**config.mk**
```make
export PLATFORM = sky130hd
export DESIGN_NAME = debug_mem_dump_ctrl
export DESIGN_NICKNAME = d
export VERILOG_FILES = /design/src/rtl/debug_mem_dump_ctrl.sv
export SDC_FILE = /design/constraint.sdc
export NUM_CORES = 1
export LEC_CHECK = 0
export ABC_AREA = 1
export ABC_CLOCK_PERIOD_IN_PS = 3400
export CAP_MARGIN = 20
export CORE_MARGIN = 3
export CORE_UTILIZATION = 48
export CTS_CLUSTER_SIZE = 16
export DETAILED_ROUTE_END_ITERATION = 6
export GPL_TIMING_DRIVEN = 0
export PLACE_DENSITY = 0.85
export SETUP_SLACK_MARGIN = 0.1
export SLEW_MARGIN = 20
export SYNTH_ARGS = -nofsm -noshare
export SYNTH_HDL_FRONTEND = slang
export SYNTH_SLANG_ARGS = --single-unit
export TNS_END_PERCENT = 100
```
**constraint.sdc**
```tcl
create_clock -name i_clk -period 3.4 [get_ports i_clk]
set_clock_uncertainty 0.15 [all_clocks]
set_input_delay 0.34 -clock i_clk [delete_from_list [all_inputs] [get_ports i_clk]]
set_output_delay 0.34 -clock i_clk [all_outputs]
set_load 0.005 [all_outputs]
```
**src/rtl/debug_mem_dump_ctrl.sv**
```systemverilog
`default_nettype none
// ============================================================================
// Module   : debug_mem_dump_ctrl
// Brief    : Walks the data memory and streams every word MSB-byte-first to
//            the debug UART; optional 0xA5/size header under DUMP_HEADER_EN.
// Revision : 1.0 - initial release
// ============================================================================
module debug_mem_dump_ctrl #(
  parameter int BITS_SIZE     = 32,
  parameter int SIZE_MEM_DATA = 16
) (
  input  logic                 i_clk,
  input  logic                 i_reset,
  input  logic                 i_start,
  input  logic [BITS_SIZE-1:0] i_mem_data,
  input  logic                 i_tx_ready,
  output logic [BITS_SIZE-1:0] o_mem_address,
  output logic [7:0]           o_tx_data,
  output logic                 o_tx_valid,
  output logic                 o_busy,
  output logic                 o_step_hold,
  output logic                 o_done
);

  localparam int BYTES = BITS_SIZE / 8;
  localparam int AW    = (SIZE_MEM_DATA > 1) ? $clog2(SIZE_MEM_DATA) : 1;
  localparam int CW    = (BYTES > 1) ? $clog2(BYTES) : 1;

  localparam logic [AW-1:0] LAST_ADDR = AW'(SIZE_MEM_DATA - 1);
  localparam logic [CW-1:0] LAST_CNT  = CW'(BYTES - 1);
`ifdef DUMP_HEADER_EN
  localparam logic [7:0]    HDR0_BYTE = 8'hA5;
  localparam logic [7:0]    HDR1_BYTE = 8'(SIZE_MEM_DATA);
`endif

  typedef enum logic [2:0] {
    S_IDLE,
    S_ADDR,
    S_LATCH,
    S_SEND,
    S_DONE
`ifdef DUMP_HEADER_EN
    ,
    S_HDR0,
    S_HDR1
`endif
  } state_t;

  state_t               state_q, state_d;
  logic [AW-1:0]        addr_q,  addr_d;
  logic [BITS_SIZE-1:0] shift_q, shift_d;
  logic [CW-1:0]        cnt_q,   cnt_d;

  always_ff @(posedge i_clk) begin
    if (!i_reset) begin
      state_q <= S_IDLE;
      addr_q  <= '0;
      shift_q <= '0;
      cnt_q   <= '0;
    end else begin
      state_q <= state_d;
      addr_q  <= addr_d;
      shift_q <= shift_d;
      cnt_q   <= cnt_d;
    end
  end

  always_comb begin
    state_d       = state_q;
    addr_d        = addr_q;
    shift_d       = shift_q;
    cnt_d         = cnt_q;
    o_tx_valid    = 1'b0;
    o_tx_data     = shift_q[BITS_SIZE-1 -: 8];
    o_done        = 1'b0;
    o_busy        = (state_q != S_IDLE);
    o_step_hold   = (state_q != S_IDLE);
    o_mem_address = BITS_SIZE'(addr_q);

    unique case (state_q)
      S_IDLE: begin
        addr_d = '0;
        if (i_start) begin
`ifdef DUMP_HEADER_EN
          state_d = S_HDR0;
`else
          state_d = S_ADDR;
`endif
        end
      end
`ifdef DUMP_HEADER_EN
      S_HDR0: begin
        o_tx_valid = 1'b1;
        o_tx_data  = HDR0_BYTE;
        if (i_tx_ready) state_d = S_HDR1;
      end
      S_HDR1: begin
        o_tx_valid = 1'b1;
        o_tx_data  = HDR1_BYTE;
        if (i_tx_ready) state_d = S_ADDR;
      end
`endif
      // The read port is combinational from the address; one settle cycle.
      S_ADDR: begin
        state_d = S_LATCH;
      end
      S_LATCH: begin
        shift_d = i_mem_data;
        cnt_d   = LAST_CNT;
        state_d = S_SEND;
      end
      S_SEND: begin
        o_tx_valid = 1'b1;
        if (i_tx_ready) begin
          shift_d = shift_q << 8;
          cnt_d   = cnt_q - 1'b1;
          if (cnt_q == '0) begin
            cnt_d = '0;
            if (addr_q == LAST_ADDR) begin
              state_d = S_DONE;
            end else begin
              addr_d  = addr_q + 1'b1;
              state_d = S_ADDR;
            end
          end
        end
      end
      S_DONE: begin
        o_done  = 1'b1;
        addr_d  = '0;
        state_d = S_IDLE;
      end
      default: begin
        state_d = S_IDLE;
      end
    endcase
  end

endmodule
`default_nettype wire

```
# Word-level counts from Yosys, hierarchy flattened
# Cells that the tools add are included.
dict set report classes {
  div 0
  n_eq_ne 9
  mul 0
  n_shift 0
  n_bitwise 0
  n_addsub 2
  reduce_logical 9
  muxes 16
  order_cmp 0
}
# cell count
set op_table {}
lappend op_table {{32-bit one-hot mux with 2 select lines} 1}
lappend op_table {{32-bit 2-to-1 mux} 1}
lappend op_table {{3-bit 2-to-1 mux} 4}
lappend op_table {{4-bit 2-to-1 mux} 3}
lappend op_table {{3-bit one-hot mux with 4 select lines} 1}
lappend op_table {{2-bit inequality test, second input constant} 4}
lappend op_table {{4-bit one-hot mux with 2 select lines} 1}
lappend op_table {{3-bit by 2-bit == test with 1-bit output, second input constant} 2}
lappend op_table {{4-bit by 1-bit adder with 4-bit output, second input constant} 1}
lappend op_table {{4-bit == test, second input constant} 1}
lappend op_table {{2-bit 2-to-1 mux} 2}
lappend op_table {{2-bit one-hot mux with 2 select lines} 1}
lappend op_table {{4-bit AND reduction} 1}
lappend op_table {{2-bit nonzero test} 2}
lappend op_table {{3-bit by 1-bit == test with 1-bit output, second input constant} 1}
lappend op_table {{3-bit == test, second input constant} 1}
lappend op_table {{3-bit zero test} 1}
lappend op_table {{3-bit AND reduction} 1}
lappend op_table {{3-bit nonzero test} 1}
lappend op_table {{2-bit zero test} 1}
lappend op_table {{1-bit 2-to-1 mux} 2}
lappend op_table {{2-bit AND reduction} 1}
lappend op_table {{2-bit OR reduction} 1}
lappend op_table {{2-bit by 1-bit subtractor with 2-bit output, second input constant} 1}
dict set report totals {
  latch_bits 0
  romBits 0
  input_bits 36
  mem_bits_rw 0
  n_memories 0
  reg_bits 41
}

# Longest topological paths before layout
dict set report depth {
  depth_word 5
  mapped_depth 8
  ltp_nobuf 7
}

# Worst setup path before layout
# No wires, ideal clock.
dict set report synth_path {
  kind {register to register}
  start {reg addr_q[0]}
  end {reg addr_q[3]}
  path_buffers 0
  slack_ns 2.112
  setup_time_ns 0.113
  arrival_ns 1.025
  synth_period_minus_slack_ns 1.288
  path_stages_with_launch 8
  cell_sequence {dfxtp_1 > ha_1 > nand3_1 > nand3_1 > nand2_1 > nand2_1 > nor2_1 > nor2_1}
}
dict set report synth_between {
  elab_chain_cells 5
  elab_cells_between_ends 8
  cone_classes {add/sub (1); eq/ne (2); mux (4); reduce/logical (1)}
}
# element line_no
set synth_lines {}
lappend synth_lines {{start, declared} 50} ;# logic [AW-1:0] addr_q, addr_d;
lappend synth_lines {{start signal, assigned} 62} ;# addr_q <= addr_d;
lappend synth_lines {{4-bit by 1-bit adder with 4-bit output} 122} ;# addr_d = addr_q + 1'b1;
lappend synth_lines {{4-bit 2-to-1 mux} 119} ;# if (addr_q == LAST_ADDR) begin
lappend synth_lines {{4-bit 2-to-1 mux} 117} ;# if (cnt_q == '0) begin
lappend synth_lines {{4-bit 2-to-1 mux} 114} ;# if (i_tx_ready) begin
lappend synth_lines {{4-bit one-hot mux with 2 select lines} 80} ;# unique case (state_q)
# Parallel ways exist; a longest one is shown, timed or not. The select of a mux whose other input is x is not followed.
# A chain may end at the register's enable or synchronous reset.

# Final worst setup path
dict set report layout_path {
  start {reg state_q[0]}
  end {out o_tx_valid}
}
dict set report layout_between {
  elab_chain_cells 2
}
# element line_no
set layout_lines {}
lappend layout_lines {{start, declared} 49} ;# state_t state_q, state_d;
lappend layout_lines {{start signal, assigned} 61} ;# state_q <= state_d;
lappend layout_lines {{3-bit by 2-bit == test with 1-bit output} 80}
lappend layout_lines {{1-bit 2-to-1 mux} 80}
lappend layout_lines {{end, declared} 19} ;# output logic o_tx_valid,
# Every way passes these cells.

==> results.ini <==
[routing]
drt_first_pass_iters = 4
drtIter0Drc = 148
postRouteAntennaNets = 0
detail_route.vias_per_cell = 4.549
wire_per_inst_um = 10.20
vias = 2129
drt_wl_total_um = 4775
drc_errors = 0

[worst_hold_path]
hold_class = reg -> reg
hold_end = shift_q[5]
worstHoldPathCells = 2
hold_start = shift_q[5]

[timing]
rsz0062_at_grt = false
fmax_mhz = 471.5
whs_ns = 0.3097
hold_viol = 0
fin_crit_sh_pct = 62.38
finalSetupViolCount = 0
setup_tns_ns = 0
fin_ws_ns = 1.279
fin_crit_ns = 2.121
slew_viol_final = 0

[synthesis]
synthFlopType = dfxtp_1
yosysWarningCount = 0
synthTopCellsByCount = nand2_1 (156), buf_4 (45), dfxtp_1 (41), a21oi_1 (38), nor2_1 (14)
synth_edf_count = 0
synthCells = 332
synth_top_area_cell = dfxtp_1
avgSynthCellArea_um2 = 6.655
yosysSeqAreaShare_pct = 37.15
synth_area_um2 = 2210
synth.distinct_cells = 21
synthTopCellsByArea = dfxtp_1 (37%), nand2_1 (27%), buf_4 (15%)
ys_async_sr_fraction_pct = 0
synth_top_area_share_pct = 37.15
synth_seq_cells = 41
synth_most_common_cell = nand2_1

[global_routing]
grt_pass1_vias = 1854
antenna_found_initial = 0
grt_usage_pct = 18.60
grt_max_degree = 12
grt_overflow = 0
grt_pass1_wl_um = 7879

[worst_setup_path]
max_stage_delay_ns = 0.51
crit_type = reg -> out
r2r_cells = 7
cp_max_fo = 10
critPathLaunchType = register
end_kind = output port
r2r-start = addr_q[0]
path_cells = nand2_1 -> nor2_4 -> buf_4 -> clkdlybuf4s50_1
r2r_end = addr_q[1]
required_ns = 2.91
critPathSlowestCell = clkdlybuf4s50_1
reg2reg_slack_ns = 1.97
startpoint = state_q[0]
critPathArrivalTime_ns = 1.63

[power_and_ir_drop]
p_leak_nw = 1.370
vdd_ir_drop_max_v = 0.0002149
power_density_nw_per_um2 = 488.8

[placed_design]
io_buffers = 51
gp_congestion = 0.8192
pre_cts_slack_ns = 1.522
place_hpwl_um = 3685

[clock_tree]
path_clk_slew_ns = 0.07
cts_root_buf = clkbuf_8
cts_sinks = 41
cts_tree = done
clk_latency_ns = 0.29
htree_levels = 2
cts_hold_buf = 0
post_cts_buffers = 0
cts_buffers = 5
ctsResizeCount = 0
clockBufferDepth = 2

[floorplanning]
core_area_um2 = 4414
fp.dieW_um = 73.85
die_area_um2 = 5454
initial_core_util_pct = 50.06
die_height_um = 73.85
ios = 80
std_cell_rows = 24

[run_status]
status = complete, no violations

[final_layout]
drive_above_1_share_pct = 14.18
diodes = 0
seq_area_um2 = 820.8
multi_input_comb_area_um2 = 1070
num-nets-final = 454
fillers = 413
area_growth_pct = 33.98

[run]
maxCapViolCount = 0

## where the power goes
part | total [mW] | internal (mW) | leakage [nW] | switching (mW)
Clock | 0.295 | 0.135 | 0.0399 | 0.160
Combinational | 0.544 | 0.270 | 0.996 | 0.275
Sequential | 0.608 | 0.557 | 0.334 | 0.0510
## cells by family after synthesis
family | count (synthesis) | synth area share (%)
DFF | 41 | 37.15
buffers and inverters | 63 | 19.03
and+or+nand+nor | 183 | 32.79
adders and majority gates | 1 | 0.5662
other | 1 | 0.1697
AOI/OAI and AO/OA | 43 | 10.31
## per-layer routing
layer | track usage, % | up-vias | wire [um]
met4 | 6.841 | 0 | 59
met1 | 21.92 | 925 | 2080
met5 | 0 | - | 0
met2 | 31.89 | 61 | 2315
li1 | - | 1138 | -
met3 | 5.198 | 5 | 319
## per-stage QoR
| stage | util (%) | power [mW] | std cells | instance area [um^2] |
|---|---|---|---|---|
| global placement | 65.39 | 1.149 | 462 | 2887 |
| CTS | 67.06 | 1.453 | 468 | 2960 |
| finish | 67.06 | 1.447 | 468 | 2960 |
| detailed placement | 65.39 | 1.162 | 462 | 2887 |
| floorplan | - | 0.9703 | 359 | 2311 |
| global route | 67.06 | 1.556 | 468 | 2960 |
## worst max-delay path: cells and delay by family (launching register included)
| family | cells | cell delay (ns) |
|---|---|---|
| buf+inv | 2 | 0.70 |
| simple gates | 2 | 0.26 |
| flops | 1 | 0.37 |
## layout by cell type, fill, tap and decap left out, types with 2 or more instances in the layout
cell and instances:
nand2_1 156, clkdlybuf4s50_1 51, buf_4 45, dfxtp_1 41, a21oi_1 38, conb_1 28, nor2_1 14, inv_1 10
nand3_1 8, clkbuf_8 5, clkbuf_1 3, nor2_4 2, o21ai_0 2, inv_2 2, buf_6 2
## worst max path at each step
stage / cells after the start / endpoint
global route: 4 / o_done
floorplan: 7 / addr_q[3]
CTS: 4 / o_done
finish: 4 / o_tx_valid
global placement: 4 / shift_q[6]
detailed placement: 4 / shift_q[27]
## flip-flops by register name (all words and copies together) (netlist names)
register / cells
addr_q: 4
state_q: 3
shift_q: 32
cnt_q: 2
## cell type report
type                            instances  share of cell area (%)
Tap cell                               52                   2.198
Inverter                               13                   1.648
Sequential cell                        41                   27.73
Timing Repair Buffer                   51                   17.24
Multi-Input combinational cell        255                   36.14
Clock inverter                          1                  0.1691
Clock buffer                            5                   2.325
Buffer                                 50                   12.55
(Power assumes the default switching activity.)
==> edit: new RTL, config.mk and constraints unchanged <==
The 5 states of `state_t` get a one-hot encoding in 5 bits.
--- a/src/rtl/debug_mem_dump_ctrl.sv
+++ b/src/rtl/debug_mem_dump_ctrl.sv
@@ -33,12 +33,12 @@
   localparam logic [7:0]    HDR1_BYTE = 8'(SIZE_MEM_DATA);
 `endif
 
-  typedef enum logic [2:0] {
-    S_IDLE,
-    S_ADDR,
-    S_LATCH,
-    S_SEND,
-    S_DONE
+  typedef enum logic [4:0] {
+    S_IDLE  = 5'b00001,
+    S_ADDR  = 5'b00010,
+    S_LATCH = 5'b00100,
+    S_SEND  = 5'b01000,
+    S_DONE  = 5'b10000
 `ifdef DUMP_HEADER_EN
     ,
     S_HDR0,
Check against the original RTL: same outputs for any inputs over 10 cycles, from zero or initial values and one cycle with i_reset low; not proved beyond that.
==> edit against the original RTL <==
  * Utilization is 2.5 points higher
  * Via count rose by 3.6%
  * Synthesized area increased by 6.9%
  * Sequential cell count increased by 2
  * Wire length rose by 10%
  * Critical endpoint unchanged
  * Sequential power fell by 6.4%
  * Total power decreased by 5.3%
  * Final cell count up 4.9%
  * Design area rose by 6.6%
  * Worst setup slack worse by 260 ps
==> edit: results (changes against the original RTL) <==
- Status: finished, final reports clean
- Vias in the first global route: 2074 (+12%)
- Vias per Instance: 4.491 (-1.3%)
- Largest regs: shift_q x32, state_q x5, addr_q x4
- WP data arrival: 1890 ps (+260 ps)
- Routed wire length per instance: 10.73 um (+5.1%)
- Detailed Place HPWL: 3961 um (+7.5%)
- Synth Flop Type: dfxtp_1
- Share of cells above drive strength 1: 17.14% (+3.0 points)
- Synthesis warning total: 0 (unchanged)
- Layout net count: 462 (+1.8%)
- First-pass GRT wire length: 8769 um (+11%)
- Hold Path Class: flop to flop
- Clock Path Buffers: 2 (unchanged)
- Gpl congestion: 0.8464 (+3.3%)
- Commonest cells in the netlist: nand2_1, nor2_1, dfxtp_1, buf_4, o21ai_0
- Port bufs: 51 (unchanged)
- Gr usage total: 17.97% (-0.63 points)
- Antenna cells: 0 (unchanged)
- Psw: 0.0004221 W (-13%)
- Filler cell count: 410 (-0.73%)
- Worst VDD drop: 0.2594 mV (+21%)
- Placed instance count: 483 (+4.5%)
- LEAKAGE: 1.522 nW (+11%)
- Synth Area per Inst: 6.944 sq um (+4.3%)
- Asr flop ratio synth: 0% (unchanged)
- Largest net degree at the start of global routing: 13 (+1)
- Cts repair resizes: 0 (unchanged)
- Pins Over Slew Limit: 0 (unchanged)
- Finished Layout Cells: 491 (+4.9%)
- Area contributors post-synth: dfxtp_1, nand2_1, buf_4, nor2_1, o21ai_0
- CP max FO: 10 (unchanged)
- Initial DRC Count: 87 (-41%)
- Yosys cell types: 30 (+43%)
- Share of the yosys chip area belonging to registers: 36.46% (-0.69 points)
- DR pass1 iterations: 4 (unchanged)
==> edit: critical path: cells and delay by family, from the launching register on <==
kind / cells / cell delay (ps)
buffers and inverters: 3 / 810
DFF: 1 / 340
and+or+nand+nor: 3 / 460
==> edit: kinds of logic (layout without fill, tap and decap cells) <==
kind of cell | count (synthesis) | count (layout) | share of synthesized area, %
AO/OA/AOI/OAI | 42 | 42 | 9.221
XOR/XNOR | 2 | 2 | 0.7421
adder cells (fa/ha/maj) | 1 | 1 | 0.5299
buffers and inverters | 63 | 122 | 19.24
flip-flops | 43 | 43 | 36.46
other | 1 | 28 | 0.1588
AND/OR/NAND/NOR | 188 | 188 | 33.65
==> edit: final cells by class <==
type / count / area (sq um) / area share, %
Multi-Input combinational cell: 261 / 1147 / 36.37
Sequential cell: 43 / 860.8 / 27.29
Inverter: 12 / 47.55 / 1.507
Buffer: 51 / 406.6 / 12.89
Tap cell: 65 / 81.33 / 2.578
Timing Repair Buffer: 51 / 510.5 / 16.18
Clock buffer: 8 / 100.1 / 3.173
==> edit: path summary, 6_finish.rpt <==
check | startpoint | to | slack, ps | cells past startpoint
max | state_q[1] | o_tx_valid | 1020 | 6
min | shift_q[2] | shift_q[2] | 310 | 2
max reg2reg | addr_q[0] | addr_q[3] | 1600 | 8
min reg2reg | shift_q[2] | shift_q[2] | 310 | 2
==> edit: layer usage <==
metal	up-vias	GRT usage (%)	share of wire (%)
met1	951	21.38	43
met3	6	4.255	7.7
li1	1166	-	-
met5	-	0	0
met2	82	32.27	49
met4	0	4.891	0.72
==> edit: power groups by stage <==
stage,Clock [W],Combinational (W),Sequential [W]
3_5_place_dp,0,0.000442,0.000581
4_1_cts,0.000358,0.000446,0.000569
5_1_grt,0.000377,0.000500,0.000573
2_1_floorplan,0,0.000283,0.000576
3_3_place_gp,0,0.000427,0.000578
6_report,0.000351,0.000451,0.000569
==> edit: through the flow <==
step / setup WS, ps / utilization [%] / instance area (sq um)
finish: 1020 / 69.56 / 3154
global route: 898.7 / 69.56 / 3154
CTS: 1015 / 69.56 / 3154
detailed placement: 1340 / 67.36 / 3054
global placement: 1334 / 67.36 / 3054
floorplan: 1900 / - / 2462
